File: src/rtl/sysa_seq.sv
// sysa_seq: job sequencer for a 3x3 weight-stationary systolic array.
// It loads 9 weights (or reuses the stored set), loads 3 input rows, feeds
// them to the array with a diagonal skew for 7 cycles, captures the column
// outputs into a 9-entry result buffer, then drains the buffer over a
// valid/ready stream and pulses done.
module sysa_seq #(
  parameter int DW = 8,
  parameter int AW = 16
) (
  input  logic            clk,
  input  logic            rst_n,
  input  logic            start,
  input  logic            keep_w,
  output logic            busy,
  output logic            done,
  input  logic            w_valid,
  output logic            w_ready,
  input  logic [DW-1:0]   w_data,
  input  logic            x_valid,
  output logic            x_ready,
  input  logic [3*DW-1:0] x_data,
  output logic            sa_en,
  output logic [9*DW-1:0] sa_w,
  output logic [3*DW-1:0] sa_in,
  input  logic [AW-1:0]   sa_out1,
  input  logic [AW-1:0]   sa_out2,
  input  logic [AW-1:0]   sa_out3,
  output logic            r_valid,
  input  logic            r_ready,
  output logic [AW-1:0]   r_data
);

  typedef enum logic [2:0] {
    S_IDLE,
    S_LOAD_W,
    S_LOAD_X,
    S_RUN,
    S_DRAIN,
    S_DONE
  } state_t;

  // Last counter value in each counted state.
  localparam logic [3:0] LAST_W   = 4'd8;
  localparam logic [3:0] LAST_X   = 4'd2;
  localparam logic [3:0] LAST_RUN = 4'd6;
  localparam logic [3:0] LAST_R   = 4'd8;

  state_t          r_state;
  state_t          w_state_nxt;
  // Shared counter: weight beat, row beat, RUN cycle t or drain index,
  // depending on the state. Cleared on every state change.
  logic [3:0]      r_cnt;
  logic            r_w_vld;
  logic [9*DW-1:0] r_sa_w;
  logic [3*DW-1:0] r_rows [3];
  logic [AW-1:0]   r_res  [9];
  logic            w_beat;
  logic            w_last;

  // Next-state logic and handshake/status outputs, decoded from the state.
  always_comb begin
    // NOTE: every output of this block gets a default before any branch, so
    // no path can leave a signal unassigned and infer a latch.
    w_state_nxt = r_state;
    w_beat      = 1'b0;
    w_last      = 1'b0;
    busy        = (r_state != S_IDLE);
    done        = 1'b0;
    w_ready     = 1'b0;
    x_ready     = 1'b0;
    sa_en       = 1'b0;
    r_valid     = 1'b0;
    unique case (r_state)
      S_IDLE: begin
        if (start) begin
          w_state_nxt = (keep_w && r_w_vld) ? S_LOAD_X : S_LOAD_W;
        end
      end
      S_LOAD_W: begin
        w_ready = 1'b1;
        w_beat  = w_valid;
        w_last  = (r_cnt == LAST_W);
        if (w_beat && w_last) w_state_nxt = S_LOAD_X;
      end
      S_LOAD_X: begin
        x_ready = 1'b1;
        w_beat  = x_valid;
        w_last  = (r_cnt == LAST_X);
        if (w_beat && w_last) w_state_nxt = S_RUN;
      end
      S_RUN: begin
        sa_en  = 1'b1;
        w_beat = 1'b1;
        w_last = (r_cnt == LAST_RUN);
        if (w_last) w_state_nxt = S_DRAIN;
      end
      S_DRAIN: begin
        r_valid = 1'b1;
        w_beat  = r_ready;
        w_last  = (r_cnt == LAST_R);
        if (w_beat && w_last) w_state_nxt = S_DONE;
      end
      S_DONE: begin
        done        = 1'b1;
        w_state_nxt = S_IDLE;
      end
      default: w_state_nxt = S_IDLE;
    endcase
  end

  // State register and shared beat/cycle counter.
  always_ff @(posedge clk) begin
    // NOTE: clocked state uses non-blocking assignments so every register
    // samples pre-edge values regardless of statement or block order.
    if (!rst_n) begin
      r_state <= S_IDLE;
      r_cnt   <= '0;
    end else begin
      r_state <= w_state_nxt;
      if (w_state_nxt != r_state) begin
        r_cnt <= '0;
      end else if (w_beat) begin
        r_cnt <= r_cnt + 4'd1;
      end
    end
  end

  // Weight store; the valid flag is dropped as soon as a reload begins so
  // a partially overwritten set is never reused.
  always_ff @(posedge clk) begin
    if (!rst_n) begin
      r_sa_w  <= '0;
      r_w_vld <= 1'b0;
    end else begin
      if (r_state == S_IDLE && w_state_nxt == S_LOAD_W) begin
        r_w_vld <= 1'b0;
      end
      if (r_state == S_LOAD_W && w_valid) begin
        for (int n = 0; n < 9; n++) begin
          if (r_cnt == 4'(n)) r_sa_w[n*DW +: DW] <= w_data;
        end
        if (r_cnt == LAST_W) r_w_vld <= 1'b1;
      end
    end
  end

  // Input row store, one row per accepted beat.
  always_ff @(posedge clk) begin
    if (!rst_n) begin
      for (int r = 0; r < 3; r++) r_rows[r] <= '0;
    end else if (r_state == S_LOAD_X && x_valid) begin
      for (int r = 0; r < 3; r++) begin
        if (r_cnt == 4'(r)) r_rows[r] <= x_data;
      end
    end
  end

  // Result capture: each column output is valid for three consecutive RUN
  // cycles, one cycle later per column because of the input skew.
  always_ff @(posedge clk) begin
    if (!rst_n) begin
      // NOTE: the 9-entry buffer is small and must read as zero after
      // reset, so it is cleared here rather than left as uninitialised RAM.
      for (int i = 0; i < 9; i++) r_res[i] <= '0;
    end else if (r_state == S_RUN) begin
      case (r_cnt)
        4'd1: begin
          r_res[0] <= sa_out1;
        end
        4'd2: begin
          r_res[1] <= sa_out1;
          r_res[3] <= sa_out2;
        end
        4'd3: begin
          r_res[2] <= sa_out1;
          r_res[4] <= sa_out2;
          r_res[6] <= sa_out3;
        end
        4'd4: begin
          r_res[5] <= sa_out2;
          r_res[7] <= sa_out3;
        end
        4'd5: begin
          r_res[8] <= sa_out3;
        end
        default: ;
      endcase
    end
  end

  // Skewed array feed: lane k carries row (t-k), so row r reaches lane k
  // at RUN cycle t = r + k.
  always_comb begin
    sa_in = '0;
    if (r_state == S_RUN) begin
      for (int k = 0; k < 3; k++) begin
        for (int r = 0; r < 3; r++) begin
          if (r_cnt == 4'(r + k)) sa_in[k*DW +: DW] = r_rows[r][k*DW +: DW];
        end
      end
    end
  end

  // Result stream data: the indexed entry, held while the drain index waits.
  always_comb begin
    r_data = '0;
    if (r_state == S_DRAIN) begin
      for (int i = 0; i < 9; i++) begin
        if (r_cnt == 4'(i)) r_data = r_res[i];
      end
    end
  end

  assign sa_w = r_sa_w;

endmodule
File: config.mk
export PLATFORM = sky130hd
export DESIGN_NAME = sysa_seq
export DESIGN_NICKNAME = d
export VERILOG_FILES = /design/src/rtl/sysa_seq.sv
export SDC_FILE = /design/constraint.sdc
export NUM_CORES = 1
export LEC_CHECK = 0
export CORE_ASPECT_RATIO = 1.2
export CORE_MARGIN = 3
export CORE_UTILIZATION = 50
export CTS_BUF_LIST = sky130_fd_sc_hd__clkbuf_8
export CTS_CLUSTER_DIAMETER = 40
export DETAILED_ROUTE_END_ITERATION = 8
export PLACE_DENSITY = 0.78
export SYNTH_ARGS = -nofsm -noshare
export SYNTH_HDL_FRONTEND = slang
export SYNTH_SLANG_ARGS = --single-unit
File: constraint.sdc
create_clock -name clk -period 5 [get_ports clk]
set_input_delay 0.5 -clock clk [delete_from_list [all_inputs] [get_ports clk]]
set_output_delay 0.5 -clock clk [all_outputs]
set_load 0.03 [all_outputs]
==> run metrics <==
outcome=finished clean; CP cell instances=inv_1 > ha_2 > nor2b_2 > a22oi_1 > o221ai_1 > o211ai_1 > a21oi_1 > clkdlybuf4s50_1; total grt overflow=0; Final setup viols=0; type of the tightest min-delay check=reg -> reg; Final Cycle Share=between 80 and 90%; largest net degree at the start of global routing=77; Setup crit start=r_cnt[1]; CTS Root Cell=clkbuf_8; max_cap viols=0; count of different cell masters after synthesis=51; TritonRoute pass-1 iters=7; Critical R2R Launch=r_cnt[3]; height of the die=between 150 and 200 um; Die Wd=between 100 and 150 um; Post-Route Setup TNS=0 ps; Max IR drop VDD=roughly 0.00022 V; initial antenna violation count=1; Fin Clk Skew=approximately 23 ps; synthesized net count=between 1000 and 1500; global placement routability congestion=roughly 0.8; Slew @ Worst Pin=1110 ps; CP max stage cell=clkdlybuf4s50_1; crit-path max cell delay=just over 700 ps; worst hold start=sa_w[52]; Worst setup SP type=register; Via density=5.56; CTS buffer count=46; Worst Path Required=between 4000 and 5000 ps; commonest register cell after synthesis=edfxtp_1; Yosys Warn Count=0; Hold-fix buffers, CTS=0; arrival time worst endpoint=approximately 3700 ps; H-tree depth=2; DRC violations left=0; Core ar.=24100 um^2; Final Util=between 60% and 70%; Non-Filler Instances=1581; Starting DRT DRC Count=between 500 and 600; post-CTS setup buffers=0; top sig layer=met4; met3 wire length=2000 um; FMAX=about 240 MHz; Max-Slew Margin vs Limit=between 20% and 30%; maximum root-to-sink buffer count=3; met2 WL=between 15000 and 20000 um; Power Density=318 nW/um^2; Site Rows=62; area delta synth->final=25.9%; CTS clk-pin slew, worst paths=60 ps; fin nets=around 1300; worst skew pair latency=around 550 ps; Seq cells post-synth=296; Leak=between 5 and 6 nW; clock tree from TritonCTS=built; Mapped Cells=between 1000 and 1500; Mapped Avg Cell Area=between 10 and 15 um^2; Post-DP HPWL=~20000 um; ys async rst share=0%; number of flops mapped to enable cells by yosys=approximately 220; Port Buf Inserts=roughly 200; post-DR wirelength/cell=approximately 19 um; Routed WL=approximately 30000 um; M1 WL=roughly 12000 um; Crit. End Element=output port; Cells after DPL=1500; register area share after synthesis=between 60% and 70%; gr usage total=about 22%; global-route wire length before repair=46600 um; Hold Vio Cnt, Final=0; vias in the first global route=~8500; Cell Area, Synth=12300 um^2; vias=between 8000 and 9000; post_cts resized=0; CP Class=reg -> out; RSZ-0062 raised after global routing=false; Placement Setup Slack=around 1400 ps; Tmin final=~4200 ps; Starting Density=between 50% and 60%; max-slew violations=0; setup slack after layout=824 ps; Critical Path Fanout Max=31; IO Count=~200; share of cells above drive strength 1=8.81%; clock sink count=about 300; DRT antenna net count=0; die area=approximately 27000 um^2
==> worst max-delay path, delay by kind of cell, from the launching register on <==
family	cells	cell delay, ps
AO/OA/AOI/OAI	4	830
adder cells (fa/ha/maj)	1	370
buffers and inverters	2	810
flip-flops	1	390
AND/OR/NAND/NOR	1	710
==> per-stage QoR <==
stage	hold slack (ps)	total power (W)	instance area [um^2]
after floorplan	450	0.00288	12300
after global placement	441	0.00300	14600
after detailed placement	447	0.00301	14600
after CTS	456	0.00496	15500
after global routing	470	0.00510	15500
final	455	0.00493	15500
==> routing by layer <==
| metal | up-vias | global-route usage [%] |
|---|---|---|
| met4 | 0 | 6.41 |
| met5 | - | 0 |
| met2 | 307 | 37.6 |
| met3 | 50 | 4.11 |
| met1 | 4260 | 29.0 |
| li1 | 4178 | - |
==> state kept, by name (all words and copies together), names as in the netlist <==
name / count
r_cnt: 4
sa_w: 72
r_rows: 72
r_state: 3
r_res: 144
r_w_vld: 1
==> cell families (layout without fill, tap and decap cells) <==
logic type               after synthesis  count (layout)  share of synthesized area (%)
flip-flops                           296             296                           65.6
buffers and inverters                 88             311                           3.23
XOR/XNOR                               3               3                          0.213
AO/OA/AOI/OAI                        279             279                           14.0
multiplexers                          33              33                           2.68
other                                  0               1                              0
adder cells (fa/ha/maj)                4               4                          0.406
AND/OR/NAND/NOR                      334             334                           13.8
==> Yosys cell counts (3+ instances only) <==
cell,instances,area (um^2)
a21o_1,16,120
a21oi_1,116,581
a222oi_1,8,80.1
a22oi_1,25,188
a31oi_1,3,18.8
and2_1,74,463
buf_1,3,11.3
buf_2,27,135
buf_4,6,45.0
clkbuf_1,42,158
clkbuf_2,3,15.0
dfxtp_1,80,1600
edfxtp_1,216,6490
ha_1,4,50.1
inv_1,6,22.5
mux2i_1,33,330
nand2_1,116,435
nand3_1,12,60.1
nand3_2,3,30.0
nand3b_1,9,67.6
nor2_1,72,270
nor2_2,6,37.5
nor2b_1,18,113
nor3b_1,3,22.5
o211ai_1,16,120
o21ai_0,53,265
o21ai_1,5,25.0
o221ai_1,32,280
==> report_power, final <==
part | switching, W | internal (W)
Sequential | 0.0000220 | 0.00269
Combinational | 0.000138 | 0.000106
Clock | 0.000887 | 0.00108
Total | 0.00105 | 0.00388
==> layout by cell type (no fill, tap or decap), types with 17 or more instances in the layout <==
| cell | n |
|---|---|
| a21oi_1 | 116 |
| clkdlybuf4s50_1 | 204 |
| inv_1 | 18 |
| and2_1 | 74 |
| o21ai_0 | 46 |
| nor2b_1 | 17 |
| buf_4 | 21 |
| edfxtp_1 | 216 |
| a22oi_1 | 25 |
| nor2_1 | 72 |
| dfxtp_1 | 80 |
| o221ai_1 | 32 |
| clkbuf_8 | 54 |
| nand2_1 | 116 |
| mux2i_1 | 33 |
==> cell type report <==
| cell class | instances | area, um^2 |
|---|---|---|
| timing repair buffer | 225 | 2200 |
| multi-input combinational | 653 | 3890 |
| antenna | 1 | 2.50 |
| fill | 1855 | 8620 |
| clock inverter | 26 | 166 |
| tap | 320 | 400 |
| clock buffer | 54 | 743 |
| sequential | 296 | 8090 |
| inverter | 6 | 22.5 |
==> worst paths after layout <==
check / to / slack, ps / depth (start not counted)
min: sa_w[52] / 450 / 2
min reg2reg: sa_w[52] / 450 / 2
max: r_data[4] / 820 / 8
max reg2reg: r_res[0][79] / 2070 / 4
No activity file was read; power rests on OpenSTA's default activity.
